$ cat src/rtl/hazard_pkg.sv
// hazard_pkg: shared types and constants for the load-use hazard controller.
package hazard_pkg;
    localparam int REG_ADDR_W_DEF = 5;
    localparam logic [REG_ADDR_W_DEF-1:0] REG_ZERO = '0;
    typedef struct packed {
        logic valid;
        logic [REG_ADDR_W_DEF-1:0] rd;
    } sb_entry_t;
endpackage

$ cat src/rtl/load_scoreboard.sv
// load_scoreboard: shift register of in-flight load destinations; slot 0 is EX.
// hit reports any valid slot whose rd matches a used ID source.
module load_scoreboard
    import hazard_pkg::*;
#(
    parameter int REG_ADDR_W = REG_ADDR_W_DEF,
    parameter int LOAD_LAT   = 1
) (
    input  logic                  clk,
    input  logic                  reset,
    input  logic                  shift,
    input  logic                  push_valid,
    input  logic [REG_ADDR_W-1:0] push_rd,
    input  logic [REG_ADDR_W-1:0] rs1,
    input  logic                  use_rs1,
    input  logic [REG_ADDR_W-1:0] rs2,
    input  logic                  use_rs2,
    output logic                  hit
);
    logic [LOAD_LAT-1:0]                 valid_q, valid_d;
    logic [LOAD_LAT-1:0][REG_ADDR_W-1:0] rd_q, rd_d;

    always_comb begin
        valid_d = valid_q;
        rd_d    = rd_q;
        hit     = 1'b0;
        for (int i = 0; i < LOAD_LAT; i++)
            hit |= valid_q[i] & ((use_rs1 && rs1 == rd_q[i]) || (use_rs2 && rs2 == rd_q[i]));
        if (shift) begin
            // x0 never enters, so it can never stall a reader
            valid_d[0] = push_valid && push_rd != REG_ADDR_W'(REG_ZERO);
            rd_d[0]    = push_rd;
            for (int i = 1; i < LOAD_LAT; i++) begin
                valid_d[i] = valid_q[i-1];
                rd_d[i]    = rd_q[i-1];
            end
        end
    end

    always_ff @(posedge clk or posedge reset) begin
        if (reset) begin
            valid_q <= '0;
            rd_q    <= '0;
        end else begin
            valid_q <= valid_d;
            rd_q    <= rd_d;
        end
    end
endmodule

$ cat src/rtl/load_hazard_ctrl.sv
// load_hazard_ctrl: load-use stall, memory freeze and redirect flush control
// for PC, IF/ID and ID/EX, plus a saturating hazard-stall counter.
module load_hazard_ctrl
    import hazard_pkg::*;
#(
    parameter int REG_ADDR_W = REG_ADDR_W_DEF,
    parameter int LOAD_LAT   = 1,
    parameter int CNT_W      = 16
) (
    input  logic                  clk,
    input  logic                  reset,
    input  logic                  ID_Valid,
    input  logic [REG_ADDR_W-1:0] ID_Rs1,
    input  logic [REG_ADDR_W-1:0] ID_Rs2,
    input  logic                  ID_UsesRs1,
    input  logic                  ID_UsesRs2,
    input  logic                  ID_MemRead,
    input  logic [REG_ADDR_W-1:0] ID_Rd,
    input  logic                  Mem_Stall,
    input  logic                  Redirect,
    output logic                  PC_WriteEn,
    output logic                  IFID_WriteEn,
    output logic                  IFID_Flush,
    output logic                  IDEX_Flush,
    output logic [CNT_W-1:0]      Stall_Cycles
);
    logic             hit, hz;
    logic [CNT_W-1:0] stall_cycles_q, stall_cycles_d;

    assign hz = ID_Valid & hit;

    // A killed or stalled ID instruction must not enter; a bubble shifts in instead
    load_scoreboard #(.REG_ADDR_W(REG_ADDR_W), .LOAD_LAT(LOAD_LAT)) u_sb (
        .clk       (clk),
        .reset     (reset),
        .shift     (!Mem_Stall),
        .push_valid(ID_Valid & ID_MemRead & !Redirect & !hz),
        .push_rd   (ID_Rd),
        .rs1       (ID_Rs1),
        .use_rs1   (ID_UsesRs1),
        .rs2       (ID_Rs2),
        .use_rs2   (ID_UsesRs2),
        .hit       (hit)
    );

    always_comb begin
        PC_WriteEn     = 1'b1;
        IFID_WriteEn   = 1'b1;
        IFID_Flush     = 1'b0;
        IDEX_Flush     = 1'b0;
        stall_cycles_d = stall_cycles_q;
        if (Mem_Stall) begin
            PC_WriteEn   = 1'b0;
            IFID_WriteEn = 1'b0;
        end else if (Redirect) begin
            IFID_Flush = 1'b1;
            IDEX_Flush = 1'b1;
        end else if (hz) begin
            PC_WriteEn     = 1'b0;
            IFID_WriteEn   = 1'b0;
            IDEX_Flush     = 1'b1;
            stall_cycles_d = &stall_cycles_q ? stall_cycles_q : stall_cycles_q + 1'b1;
        end
    end

    always_ff @(posedge clk or posedge reset) begin
        if (reset) stall_cycles_q <= '0;
        else       stall_cycles_q <= stall_cycles_d;
    end

    assign Stall_Cycles = stall_cycles_q;
endmodule

$ cat config.mk
export PLATFORM = sky130hd
export DESIGN_NAME = load_hazard_ctrl
export DESIGN_NICKNAME = d
export VERILOG_FILES = /design/src/rtl/hazard_pkg.sv /design/src/rtl/load_scoreboard.sv /design/src/rtl/load_hazard_ctrl.sv
export SDC_FILE = /design/constraint.sdc
export NUM_CORES = 1
export LEC_CHECK = 0
export CORE_AREA = 4 4 75 77
export CTS_CLUSTER_SIZE = 28
export DETAILED_ROUTE_END_ITERATION = 16
export DIE_AREA = 0 0 79 81
export PLACE_DENSITY = 0.56
export SLEW_MARGIN = 20
export SYNTH_ARGS = -nofsm -noshare
export SYNTH_HDL_FRONTEND = slang
export SYNTH_SLANG_ARGS = --single-unit
$ cat constraint.sdc
create_clock -name clk -period 3.45 [get_ports clk]
set_input_delay 1.035 -clock clk [delete_from_list [all_inputs] [get_ports clk]]
set_output_delay 1.035 -clock clk [all_outputs]
set_load 0.005 [all_outputs]
# Yosys cells after proc, flatten, opt, wreduce, memory -nomap -nowiden

Index checks and enable logic that the tools add are counted.

Word-level logic and storage cells: 31
Register bits after elaboration: 22
Input port bits: 23
Output and inout bits: 20

Bitwise operators: 8
Add/subtract/negate cells: 1
Muxes and demuxes: 8
Reductions and logical operators: 9
Eq/ne operators: 2

Operator list:

| operator                | count |
|---|---|
| $add A16 B1 Y16 const B | 1 |
| $reduce_and A16 Y1      | 1 |
| $eq A5 B5 Y1            | 2 |
| $mux W1                 | 8 |
| $and A1 B1 Y1           | 5 |
| $reduce_bool A5 Y1      | 1 |
| $reduce_and A4 Y1       | 1 |
| $logic_and A1 B1 Y1     | 3 |
| $not A1 Y1              | 3 |
| $logic_not A1 Y1        | 2 |
| $logic_or A1 B1 Y1      | 1 |

# Depth between registers and ports, before layout

Depth in word-level cells: 8
Gate-level depth with buffers: 6
Gate-level depth less buffers: 6

# Hierarchy

A second synthesis with hierarchy kept.

Cell total of the unflattened synthesis: 118
Area total of the unflattened synthesis: 1,265.0 um^2

Modules (own cells, without submodules):

| module           | seq. area each (um^2) | cells an instance | times used | area each (um^2) |
|---|---|---|---|---|
| load_hazard_ctrl | 400.4                 | 86                | 1          | 902.1 |
| load_scoreboard  | 150.1                 | 32                | 1          | 362.8 |

# Worst setup path before layout

Ideal clock, no wire load.

Path type: input-to-output
Start point: input port ID_Rs2[0]
End point: output port PC_WriteEn
Slack: 0.333 ns
Buffers on the path: 1
Cell stages on the path: 6
Data required time: 2.415 ns
Data arrival time: 2.082 ns
Path through: xnor2_1 -> nand4_1 -> o22ai_1 -> and3_1 -> a21oi_1 -> buf_4

Word-level cells in the longest chain between the ends: 8

RTL lines:

| element               | RTL line               | text |
|---|---|---|
| start: declaration    | load_hazard_ctrl.sv:14 | `input logic [REG_ADDR_W-1:0] ID_Rs2,` |
| $eq A5 B5 Y1          | load_scoreboard.sv:28  | `hit \|= valid_q[i] & ((use_rs1 && rs1 == rd_q[i]) \|\| (use_rs2 && rs2 == rd_q[i]));` |
| $logic_and A1 B1 Y1   | load_scoreboard.sv:28  |  |
| $logic_or A1 B1 Y1    | load_scoreboard.sv:28  |  |
| $and A1 B1 Y1         | load_scoreboard.sv:28  |  |
| $and A1 B1 Y1         | load_hazard_ctrl.sv:30 | `assign hz = ID_Valid & hit;` |
| $mux W1 (3 in series) | --                     |  |
| end: declaration      | load_hazard_ctrl.sv:21 | `output logic PC_WriteEn,` |

Every way passes these cells.

# Final worst setup path

Start point: input port ID_Rs1[3]
End point: output port IFID_WriteEn

Word-level cells in the longest chain between the ends: 8

RTL lines:

| element             | RTL line               | text |
|---|---|---|
| start: declaration  | load_hazard_ctrl.sv:13 | `input logic [REG_ADDR_W-1:0] ID_Rs1,` |
| $eq A5 B5 Y1        | load_scoreboard.sv:28  |  |
| $logic_and A1 B1 Y1 | load_scoreboard.sv:28  |  |
| $logic_or A1 B1 Y1  | load_scoreboard.sv:28  |  |
| $and A1 B1 Y1       | load_scoreboard.sv:28  |  |
| $and A1 B1 Y1       | load_hazard_ctrl.sv:30 |  |
| $mux W1             | load_hazard_ctrl.sv:58 | `end else if (hz) begin` |
| $mux W1             | load_hazard_ctrl.sv:55 | `end else if (Redirect) begin` |
| $mux W1             | load_hazard_ctrl.sv:52 | `if (Mem_Stall) begin` |
| end: declaration    | load_hazard_ctrl.sv:22 | `output logic IFID_WriteEn,` |

Every way passes these cells.

==> results.yml <==
status:
  status: "finished clean"
global_route:
  grt_max_degree: 23
  antenna_found_initial: 0
  track_usage: 0.118
  grt_overflow: 0
  grt_first_pass_wirelength_um: 5960
  grt_pass1_vias: 1214
cts:
  cts_buffer_depth: 2
  htreeDepth: 1
  root_buffer: "clkbuf_8"
  cts_tree: "yes"
  cts_inserted_buffers: 3
  cts_hold_buf: 0
  insertion_delay_ns: 0.26
  cts.sinks: 22
  clk_pin_slew_ns: 0.08
sta:
  slew_headroom: 0.447
  hold_ws_ns: 0.501
  fin_ws_ns: 0.0814
  min_period_ns: 3.37
  hold_violations: 0
  fmax_ghz: 0.297
  maxSlewViolCount: 0
  setup-violations-final: 0
  tns_ns: 0
  worstMarginPinSlew_ns: 0.829
  fin_crit_sh: 0.976
  finalClockSkew_ns: 0.00128
critical_path:
  arrival_ns: 2.33
  reg2reg_from: "u_sb.rd_q[0]"
  critPathKind: "in2out"
  startpoint: "ID_Rs1[3]"
  worst_setup_path_start_kind: "primary input"
  slowest_stage: "dlygate4sd2_1"
  end_kind: "primary output"
  max_stage_delay_ns: 0.24
  crit_end: "IFID_WriteEn"
  worstPathMaxFanout: 2
  worstReg2RegEnd: "Stall_Cycles[1]"
  path_cells: "dlygate4sd2_1, xnor2_1, nand4_1, o22ai_2, buf_4, and3_4, a21oi_2, buf_2"
  reg2reg_depth: 17
  r2r_slack_ns: 0.47
  required_ns: 2.41
floorplanning:
  num_rows: 26
  dieArea_um2: 6400
  fp.dieH_um: 81
  ios: 43
  start_util: 0.242
  coreArea_um2: 5010
  fp.dieW_um: 79
routing:
  firstDrtPassIters: 4
  drt_drc_violations_left: 0
  wirelength_um: 3710
  avgRoutedWirePerCell_um: 13.9
  antenna_left: 0
  vias: 1175
  via_per_inst: 4.42
  drt_iter0_drc: 45
synthesis:
  yosysWarnings: 0
  syn_avg_cell_area_um2: 10.9
  syn_area_um2: 1210
  ys_types: 29
  yosys_most_used_dff: "dfrtp_1"
  synth_nets: 135
  synth-edff-count: 0
  async_flop_share: 1.00
  ys_seq_elements: 22
  syn-instance-count: 111
  ys_seq_area_frac: 0.455
finish:
  fill_cells: 483
  synthToLayoutAreaGrowth_pct: 77.8
  seq_area_um2: 551
  postLayoutCoreUtil: 0.429
  multi_input_area_um2: 676
  layout.nets: 221
  drive_above_1_share: 0.367
  n_antenna_cell: 0
min_path:
  hold_path_class: "reg2reg"
pwr:
  leakagePower_nw: 0.957
  peakVddDrop_mv: 0.146
  power_density_nw_per_um2: 305
  total_power_mw: 0.655
placement:
  place_congestion: 0.749
  dp_slack_ns: -0.432
  dpl.hpwl_um: 2320
  port_buffers: 42
job:
  cap_violations: 0
-- report_power, final --
group	internal (mW)	total, mW	switching, mW
Clock	0.155	0.242	0.0871
Combinational	0.0911	0.138	0.0470
Sequential	0.265	0.275	0.0100
-- state kept, by name (all words and copies together) (netlist names) --
register      count
u_sb.valid_q      1
u_sb.rd_q         5
Stall_Cycles     16
-- routing by layer --
| metal | GRT usage | vias up | routed length, µm |
|---|---|---|---|
| met1 | 0.148 | 564 | 1610 |
| met3 | 0.0211 | 11 | 151 |
| met2 | 0.203 | 31 | 1840 |
| met4 | 0.0464 | 0 | 102 |
| met5 | 0 | - | 0 |
| li1 | - | 569 | - |
-- repair_timing --
item | in CTS | in global routing
resized for setup | 28 | 12
setup buffers | 30 | 3
cloned | 1 | 0
pin swaps | 11 | 9
setup endpoints to repair | 3 | 16
-- layout by cell type (no fill, tap or decap), types with 2 or more instances in the layout --
cell type	instances
and3_1	6
buf_12	2
buf_2	3
buf_4	38
clkbuf_2	3
clkbuf_8	3
clkdlybuf4s50_1	27
dfrtp_1	22
dlygate4sd2_1	5
dlymetal6s2s_1	4
inv_1	2
mux2_2	5
nand2_1	6
nand3_1	8
nand4_1	10
nor2_1	3
xnor2_1	22
xnor2_2	3
-- critical path: cells and delay by family --
kind | cells | cell delay, ns
xor+xnor | 1 | 0.16
simple gates | 2 | 0.36
compound gates | 2 | 0.26
buf+inv | 3 | 0.51
-- cell families (layout without fill, tap and decap cells) --
logic type	count (synthesis)	count (layout)	synth area share
AOI/OAI and AO/OA	6	6	0.0414
xor gates and xnor gates	25	25	0.181
adders and majority gates	1	1	0.0103
buffers and inverters	5	90	0.0248
DFF	22	22	0.455
muxes	6	6	0.0558
and+or+nand+nor	46	46	0.232
-- cells in the mapped netlist, types with 2 or more instances --
library cell,n,area [µm²]
nand2_1,6,22.5
xnor2_1,25,219
and3_1,7,43.8
nand4_1,10,62.6
nor2_1,3,11.3
mux2_2,6,67.6
inv_1,2,7.51
nand2_2,2,12.5
nand3_1,8,40.0
dfrtp_1,22,551
a21oi_1,2,10.0
-- worst min-delay path by stage --
stage,start,to,cells after the start
6_report,Stall_Cycles[5],Stall_Cycles[5],1
5_1_grt,Stall_Cycles[5],Stall_Cycles[5],1
4_1_cts,Stall_Cycles[5],Stall_Cycles[5],1
3_5_place_dp,Stall_Cycles[5],Stall_Cycles[5],1
3_3_place_gp,Stall_Cycles[9],Stall_Cycles[9],1
2_1_floorplan,u_sb.valid_q,u_sb.valid_q,2
-- area by class of cell --
type                            instances  share of cell area
Sequential cell                        22               0.256
Inverter                                2             0.00349
Multi-Input combinational cell         84               0.314
Tap cell                               70              0.0407
Clock inverter                          1              0.0140
Clock buffer                            3              0.0192
Timing Repair Buffer                   84               0.353
-- metrics by stage --
stage                     std cells  instance area, µm²
after floorplan                 111                1210
after global placement          228                1760
after detailed placement        228                1760
after CTS                       263                2110
after global routing            266                2150
final                           266                2150
Power figures use the tool's default switching activity.
